===== config.mk =====
export PLATFORM = sky130hd
export DESIGN_NAME = pipe_stage_reg
export DESIGN_NICKNAME = d
export VERILOG_FILES = /design/src/rtl/pipe_stage_reg_pkg.sv /design/src/rtl/pipe_skid_buf.sv /design/src/rtl/pipe_stage_reg.sv
export SDC_FILE = /design/constraint.sdc
export NUM_CORES = 1
export LEC_CHECK = 0
export CORE_AREA = 2 2 111 113
export DETAILED_ROUTE_END_ITERATION = 7
export DIE_AREA = 0 0 113 115
export PLACE_DENSITY_LB_ADDON = 0.05
export SYNTH_ARGS = -nofsm -noshare
export SYNTH_HDL_FRONTEND = slang
export SYNTH_SLANG_ARGS = --single-unit

===== constraint.sdc =====
create_clock -name clk_i -period 4.65 [get_ports clk_i]
set_input_delay 0.465 -clock clk_i [delete_from_list [all_inputs] [get_ports clk_i]]
set_output_delay 0.465 -clock clk_i [all_outputs]
set_load 0.01 [all_outputs]

===== src/rtl/pipe_stage_reg_pkg.sv =====
// -----------------------------------------------------------------------------
// pipe_stage_reg_pkg
// Shared datapath widths for the CPU pipeline stage registers.
// The per-stage control/payload widths are derived here so that every
// instantiation of pipe_stage_reg picks named constants instead of literals.
//
// Contents:
//   WIDTH, R_WIDTH                      - datapath word / register index width
//   WB/MEM/EX_CTRL_WIDTH                - control group widths per stage
//   ID_EX_*, EX_MEM_*, MEM_WB_*         - derived CTRL_W / DATA_W per stage
// -----------------------------------------------------------------------------
package pipe_stage_reg_pkg;

  localparam int WIDTH          = 32;
  localparam int R_WIDTH        = 5;
  localparam int WB_CTRL_WIDTH  = 2;
  localparam int MEM_CTRL_WIDTH = 2;
  localparam int EX_CTRL_WIDTH  = 4;

  // ID/EX: {WB, MEM, EX} control; {data1, data2, extended, rt, rd} payload
  localparam int ID_EX_CTRL_W  = WB_CTRL_WIDTH + MEM_CTRL_WIDTH + EX_CTRL_WIDTH;
  localparam int ID_EX_DATA_W  = 3 * WIDTH + 2 * R_WIDTH;

  // EX/MEM: {WB, MEM} control; {alu_result, store_data, rd} payload
  localparam int EX_MEM_CTRL_W = WB_CTRL_WIDTH + MEM_CTRL_WIDTH;
  localparam int EX_MEM_DATA_W = 2 * WIDTH + R_WIDTH;

  // MEM/WB: {WB} control; {mem_data, alu_result, rd} payload
  localparam int MEM_WB_CTRL_W = WB_CTRL_WIDTH;
  localparam int MEM_WB_DATA_W = 2 * WIDTH + R_WIDTH;

endpackage : pipe_stage_reg_pkg


===== src/rtl/pipe_skid_buf.sv =====
// -----------------------------------------------------------------------------
// pipe_skid_buf
// Single-entry skid register (control + payload + valid) used by
// pipe_stage_reg to absorb one beat while the main entry is stalled.
// The whole module exists only when PIPE_STAGE_SKID_EN is defined; in the
// default build the stage has no skid entry and this file is empty.
//
// Ports:
//   clk_i    in  1       clock, state updates on the falling edge
//   rst_i    in  1       asynchronous active-high reset
//   flush_i  in  1       discard the held beat
//   load_i   in  1       capture ctrl_i/data_i
//   unload_i in  1       held beat moved to the main entry
//   ctrl_i   in  CTRL_W  control to capture
//   data_i   in  DATA_W  payload to capture
//   valid_o  out 1       entry holds a beat
//   ctrl_o   out CTRL_W  held control
//   data_o   out DATA_W  held payload
// -----------------------------------------------------------------------------
`ifdef PIPE_STAGE_SKID_EN
module pipe_skid_buf #(
  parameter int CTRL_W = 8,
  parameter int DATA_W = 106
) (
  input  logic              clk_i,
  input  logic              rst_i,
  input  logic              flush_i,
  input  logic              load_i,
  input  logic              unload_i,
  input  logic [CTRL_W-1:0] ctrl_i,
  input  logic [DATA_W-1:0] data_i,
  output logic              valid_o,
  output logic [CTRL_W-1:0] ctrl_o,
  output logic [DATA_W-1:0] data_o
);

  logic              valid_r;
  logic [CTRL_W-1:0] ctrl_r;
  logic [DATA_W-1:0] data_r;

  // Skid entry register: flush wins, then load, then unload.
  always_ff @(negedge clk_i or posedge rst_i) begin
    if (rst_i) begin
      valid_r <= 1'b0;
      ctrl_r  <= '0;
      data_r  <= '0;
    end else if (flush_i) begin
      valid_r <= 1'b0;
    end else if (load_i) begin
      valid_r <= 1'b1;
      ctrl_r  <= ctrl_i;
      data_r  <= data_i;
    end else if (unload_i) begin
      valid_r <= 1'b0;
    end else begin
      valid_r <= valid_r;
    end
  end

  assign valid_o = valid_r;
  assign ctrl_o  = ctrl_r;
  assign data_o  = data_r;

endmodule : pipe_skid_buf
`endif


===== src/rtl/pipe_stage_reg.sv =====
// -----------------------------------------------------------------------------
// pipe_stage_reg
// Parametrised pipeline stage register with valid/ready handshake,
// back-pressure stall and flush (bubble insertion zeroes control).
// All state changes on the falling edge of clk_i.
//
// Configuration macro: PIPE_STAGE_SKID_EN
//   defined   - adds a skid entry; in_ready_o is registered (skid empty),
//               occupancy 0..2, no combinational out_ready_i -> in_ready_o.
//   undefined - single entry; in_ready_o = ~out_valid_o | out_ready_i.
//
// Ports:
//   clk_i        in  1       clock (falling-edge state updates)
//   rst_i        in  1       asynchronous active-high reset
//   flush_i      in  1       drop stage contents and same-cycle input beat
//   in_valid_i   in  1       upstream beat valid
//   in_ready_o   out 1       stage can accept a beat
//   in_ctrl_i    in  CTRL_W  upstream control
//   in_data_i    in  DATA_W  upstream payload
//   out_valid_o  out 1       output beat valid
//   out_ready_i  in  1       downstream accepts beat
//   out_ctrl_o   out CTRL_W  control to next stage, 0 when out_valid_o=0
//   out_data_o   out DATA_W  payload to next stage (holds when invalid)
//   occupancy_o  out 2       beats currently held
// -----------------------------------------------------------------------------
module pipe_stage_reg
  import pipe_stage_reg_pkg::*;
#(
  parameter int CTRL_W = ID_EX_CTRL_W,
  parameter int DATA_W = ID_EX_DATA_W
) (
  input  logic              clk_i,
  input  logic              rst_i,
  input  logic              flush_i,
  input  logic              in_valid_i,
  output logic              in_ready_o,
  input  logic [CTRL_W-1:0] in_ctrl_i,
  input  logic [DATA_W-1:0] in_data_i,
  output logic              out_valid_o,
  input  logic              out_ready_i,
  output logic [CTRL_W-1:0] out_ctrl_o,
  output logic [DATA_W-1:0] out_data_o,
  output logic [1:0]        occupancy_o
);

  // Main entry registers
  logic              out_valid_r;
  logic [CTRL_W-1:0] out_ctrl_r;
  logic [DATA_W-1:0] out_data_r;

  // Main entry next-state
  logic              main_valid_nxt_s;
  logic [CTRL_W-1:0] main_ctrl_nxt_s;
  logic [DATA_W-1:0] main_data_nxt_s;

  logic              in_ready_s;
  logic              accept_s;
  logic              drain_s;

  // Flushed beats are not accepted even though in_ready_o still shows ready.
  assign accept_s = in_valid_i & in_ready_s & ~flush_i;
  assign drain_s  = out_valid_r & out_ready_i;

`ifdef PIPE_STAGE_SKID_EN
  logic              skid_valid_s;
  logic [CTRL_W-1:0] skid_ctrl_s;
  logic [DATA_W-1:0] skid_data_s;
  logic              skid_load_s;
  logic              skid_unload_s;
  logic              skid_valid_nxt_s;
  logic              in_ready_r;

  pipe_skid_buf #(
    .CTRL_W (CTRL_W),
    .DATA_W (DATA_W)
  ) u_skid (
    .clk_i    (clk_i),
    .rst_i    (rst_i),
    .flush_i  (flush_i),
    .load_i   (skid_load_s),
    .unload_i (skid_unload_s),
    .ctrl_i   (in_ctrl_i),
    .data_i   (in_data_i),
    .valid_o  (skid_valid_s),
    .ctrl_o   (skid_ctrl_s),
    .data_o   (skid_data_s)
  );

  assign in_ready_s = in_ready_r;

  // Main/skid steering. in_ready_r=0 whenever skid is full, so an accept
  // never coincides with a skid unload; the skid beat always refills main
  // before any new input, preserving order.
  always_comb begin
    main_valid_nxt_s = out_valid_r;
    main_ctrl_nxt_s  = out_ctrl_r;
    main_data_nxt_s  = out_data_r;
    skid_load_s      = 1'b0;
    skid_unload_s    = 1'b0;
    if (flush_i) begin
      main_valid_nxt_s = 1'b0;
      main_ctrl_nxt_s  = '0;
    end else if (drain_s && skid_valid_s) begin
      main_valid_nxt_s = 1'b1;
      main_ctrl_nxt_s  = skid_ctrl_s;
      main_data_nxt_s  = skid_data_s;
      skid_unload_s    = 1'b1;
    end else if (accept_s && (!out_valid_r || drain_s)) begin
      main_valid_nxt_s = 1'b1;
      main_ctrl_nxt_s  = in_ctrl_i;
      main_data_nxt_s  = in_data_i;
    end else if (accept_s) begin
      skid_load_s      = 1'b1;
    end else if (drain_s) begin
      main_valid_nxt_s = 1'b0;
      main_ctrl_nxt_s  = '0;
    end else begin
      main_valid_nxt_s = out_valid_r;
    end
  end

  // Skid occupancy after the coming edge, used to pre-compute in_ready_r.
  always_comb begin
    if (flush_i) begin
      skid_valid_nxt_s = 1'b0;
    end else if (skid_load_s) begin
      skid_valid_nxt_s = 1'b1;
    end else if (skid_unload_s) begin
      skid_valid_nxt_s = 1'b0;
    end else begin
      skid_valid_nxt_s = skid_valid_s;
    end
  end

  // Registered ready: high exactly when the skid entry will be empty.
  always_ff @(negedge clk_i or posedge rst_i) begin
    if (rst_i) begin
      in_ready_r <= 1'b1;
    end else begin
      in_ready_r <= ~skid_valid_nxt_s;
    end
  end

  assign occupancy_o = {1'b0, out_valid_r} + {1'b0, skid_valid_s};
`else
  assign in_ready_s = ~out_valid_r | out_ready_i;

  // Single-entry steering: load on accept (only possible when empty or
  // draining), otherwise insert a bubble on drain.
  always_comb begin
    main_valid_nxt_s = out_valid_r;
    main_ctrl_nxt_s  = out_ctrl_r;
    main_data_nxt_s  = out_data_r;
    if (flush_i) begin
      main_valid_nxt_s = 1'b0;
      main_ctrl_nxt_s  = '0;
    end else if (accept_s) begin
      main_valid_nxt_s = 1'b1;
      main_ctrl_nxt_s  = in_ctrl_i;
      main_data_nxt_s  = in_data_i;
    end else if (drain_s) begin
      main_valid_nxt_s = 1'b0;
      main_ctrl_nxt_s  = '0;
    end else begin
      main_valid_nxt_s = out_valid_r;
    end
  end

  assign occupancy_o = {1'b0, out_valid_r};
`endif

  // Main entry register; payload is only cleared by reset.
  always_ff @(negedge clk_i or posedge rst_i) begin
    if (rst_i) begin
      out_valid_r <= 1'b0;
      out_ctrl_r  <= '0;
      out_data_r  <= '0;
    end else begin
      out_valid_r <= main_valid_nxt_s;
      out_ctrl_r  <= main_ctrl_nxt_s;
      out_data_r  <= main_data_nxt_s;
    end
  end

  assign in_ready_o  = in_ready_s;
  assign out_valid_o = out_valid_r;
  assign out_ctrl_o  = out_ctrl_r;
  assign out_data_o  = out_data_r;

endmodule : pipe_stage_reg


# [After elaboration in Yosys (flattened, before gate mapping)]
# Index checks and enable logic that the tools add are counted.
[classes] multipliers=0 n_mux=6 order_cmp=0 eq_ne=0 reduce_logical=2 bitwise_logic=6 addsub=0 div=0 shift=0
[op_table] cell="8-bit two-way mux" n=3
[op_table] cell="1-bit bitwise AND" n=3
[op_table] cell="1-bit two-way mux" n=3
[op_table] cell="3-bit nonzero test" n=1
[op_table] cell="1-bit NOT" n=2
[op_table] cell="2-bit AND reduction" n=1
[op_table] cell="1-bit bitwise OR" n=1
[totals] input_bits=119 register_bits=115 output_inout_bits=118 mem_count=0 latch_bits=0 romBits=0 ram_bits=0 wordCells=17

# [Depth between registers and ports, before layout]
[depth] ltp_word=6 ltp_mapped=6

==> reports/metrics.yaml <==
clocking:
  cts_root_buffer: "clkbuf_16"
  clk_path_buf_depth: 2
  clk_pin_slew_worst_paths_ns: 0.04
  cts_max_level: 4
  clock_sinks: 115
  clock_latency_ns: 0.39
  cts_made_buffers: 17
  cts_tree: "yes"
finish:
  postLayoutCellArea_sq_mm: 0.00773
  drive_gt1_frac: 0.224
  nNetsFinal: 646
  final_core_util: 0.655
  seq_area_sq_mm: 0.00288
  fillers: 902
  n_antenna_cell: 0
  area_delta_synth_final_pct: 72.3
  multi_input_area_sq_mm: 0.00147
synth:
  synth_compound_area_frac: 0.0245
  mappedNetlistArea_sq_mm: 0.00449
  avgSynthCellArea_sq_um: 16.1
  synthMuxAreaShare: 0.284
  ys_seq_elements: 115
  yosys.area_share.simple: 0.0184
  synthesis.instances: 278
  synth_top_family_by_area: "multiplexers"
  ys_seq_area_frac: 0.641
  synth-xor-area-share: 0
  synth_nets: 397
  yosysUniqueCellTypes: 16
  synth_fa_ha_area_frac: 0
  yosys_warnings: 0
min_path:
  hold_start: "out_data_o[58]"
  min_path_type: "reg2reg"
critical_path:
  required_ns: 4.18
  startpoint_type: "register"
  critPathSlowestCell: "clkdlybuf4s50_1"
  r2r-start: "out_valid_o"
  slowest_delay_ns: 0.48
  startpoint: "out_valid_o"
  path_cells: "nor2b_2 -> buf_4 -> inv_1 -> clkdlybuf4s50_1"
  cp.arrival_ns: 4.05
  crit_path_end_kind: "primary output"
  critPathMaxFanout: 10
  critical_path_class: "reg2out"
sta:
  finalSetupTns_ns: 0
  slew_headroom: 0.663
  setup_viol: 0
  holdWs_ns: 0.428
  drv_slew: 0
  final_hold_viol_count: 0
  worstMarginPinSlew_ns: 0.506
  setup_ws_ns: 0.132
  rsz0062_at_grt: "false"
  finalClockSkew_ns: 0.00589
job:
  maxCapViolCount: 0
floorplan:
  die_area_sq_mm: 0.0130
  initial_core_util: 0.380
  row_count: 40
  boundaryPins: 237
  die_w_um: 113
  die_height_um: 115
  coreArea_sq_mm: 0.0118
global_routing:
  grtUsageTotal: 0.182
  grt_antenna_before_repair: 0
  overflow: 0
  grt_pass1_wl_um: 17900
  grt_max_degree: 76
  first_global_vias: 3308
drt:
  wl_met1_um: 4480
  remaining_drc_errors: 17
  ant_nets: 0
  wire_per_inst_um: 16.8
  dr.max_layer_used: "met4"
  drt_iter0_markers: 145
  wirelength_um: 11500
  vias: 3250
  firstDrtPassIters: 8
  viasPerCell: 4.73
  route.met3.wl_um: 1240
  wl_met2_um: 5550
place:
  dp_hpwl_um: 8500
  portBuffers: 235
  place_area_sq_mm: 0.00708
  place_congestion: 0.762
  dp_worst_setup_slack_ns: 0.109
run_status:
  status: "finished, violations left"
  violations: "DRC"
power_and_ir_drop:
  p_per_area_mw_per_mm2: 446
  ir_drop_mv: 0.275
  p_leak_nw: 3.21
-- metrics by stage --
| step | power [W] | instances |
|---|---|---|
| 2_1_floorplan | 0.00155 | 278 |
| 3_3_place_gp | 0.00204 | 655 |
| 3_5_place_dp | 0.00206 | 655 |
| 4_1_cts | 0.00349 | 687 |
| 5_1_grt | 0.00360 | 687 |
| 6_report | 0.00345 | 687 |
-- cells in the mapped netlist --
cell type / n / share of area
inv_1: 2 / 0.0017
clkbuf_1: 2 / 0.0017
nor2b_1: 1 / 0.0014
a21oi_1: 8 / 0.0089
mux2_2: 66 / 0.17
conb_1: 1 / 0.00084
nor3b_4: 1 / 0.0042
buf_2: 5 / 0.0056
buf_4: 6 / 0.010
buf_6: 5 / 0.013
dfrtn_1: 115 / 0.64
a32oi_1: 8 / 0.016
or2_2: 8 / 0.011
mux2_1: 40 / 0.10
mux2i_1: 8 / 0.018
nor2_1: 2 / 0.0017
-- layout by cell type (no fill, tap or decap), drive strengths merged --
cell type,Yosys,layout
clkdlybuf4s50,0,235
dfrtn,115,115
mux2,106,106
clkbuf,2,21
buf,16,13
mux2i,8,8
or2,8,8
a32oi,8,8
a21oi,8,8
clkinv,0,6
bufinv,0,5
nor2,2,2
nor2b,1,1
nor3b,1,1
inv,2,1
clkinvlp,0,1
conb,1,1
-- metal layers --
metal / global-route usage / vias to the layer above
met1: 0.215 / 1587
met3: 0.0828 / 19
met5: 0 / -
met2: 0.287 / 146
li1: - / 1498
met4: 0.0846 / 0
-- final cells by class --
class	count	share of cell area
Sequential cell	115	0.372
Timing Repair Buffer	248	0.328
Multi-Input combinational cell	143	0.190
Clock buffer	21	0.0608
Tap cell	147	0.0238
Clock inverter	11	0.0233
Inverter	2	0.00146
-- power breakdown --
part	switching (W)	leakage [nW]	internal, W
sequential	0.0000789	1.36	0.00118
combinational	0.000270	1.51	0.000499
clock	0.000432	0.326	0.000986
total	0.000780	3.21	0.00267
-- timing repair --
item / 4_1_cts / 5_1_grt
buffers inserted: 0 / 0
gates resized for setup: 0 / 1
setup endpoints to repair: 0 / 1
hold buffers: 0 / 0
-- sequential cells by signal, summed over array words and instances (netlist names) --
signal,cells
out_ctrl_o,8
out_data_o,106
out_valid_o,1
-- final timing paths --
kind                                  end  slack (ns)  cells past startpoint
min in group asynchronous  out_data_o[90]        2.76                      3
setup reg to reg            out_data_o[1]        3.01                      5
max in group asynchronous  out_data_o[85]        1.43                      3
hold / removal             out_data_o[58]        0.43                      1
hold reg to reg            out_data_o[58]        0.43                      1
setup / recovery               in_ready_o        0.13                      4
-- logic make-up after synthesis --
family / after synthesis
buf+inv: 20
flops: 115
compound gates: 16
mux: 114
simple gates: 12
other cells: 1
-- worst max-delay path: cells and delay by family (launching register included) --
kind | cells | cell delay, ns
AND/OR/NAND/NOR | 1 | 0.20
buffers and inverters | 3 | 0.74
flip-flops | 1 | 0.39
No activity file was read; power rests on OpenSTA's default activity.
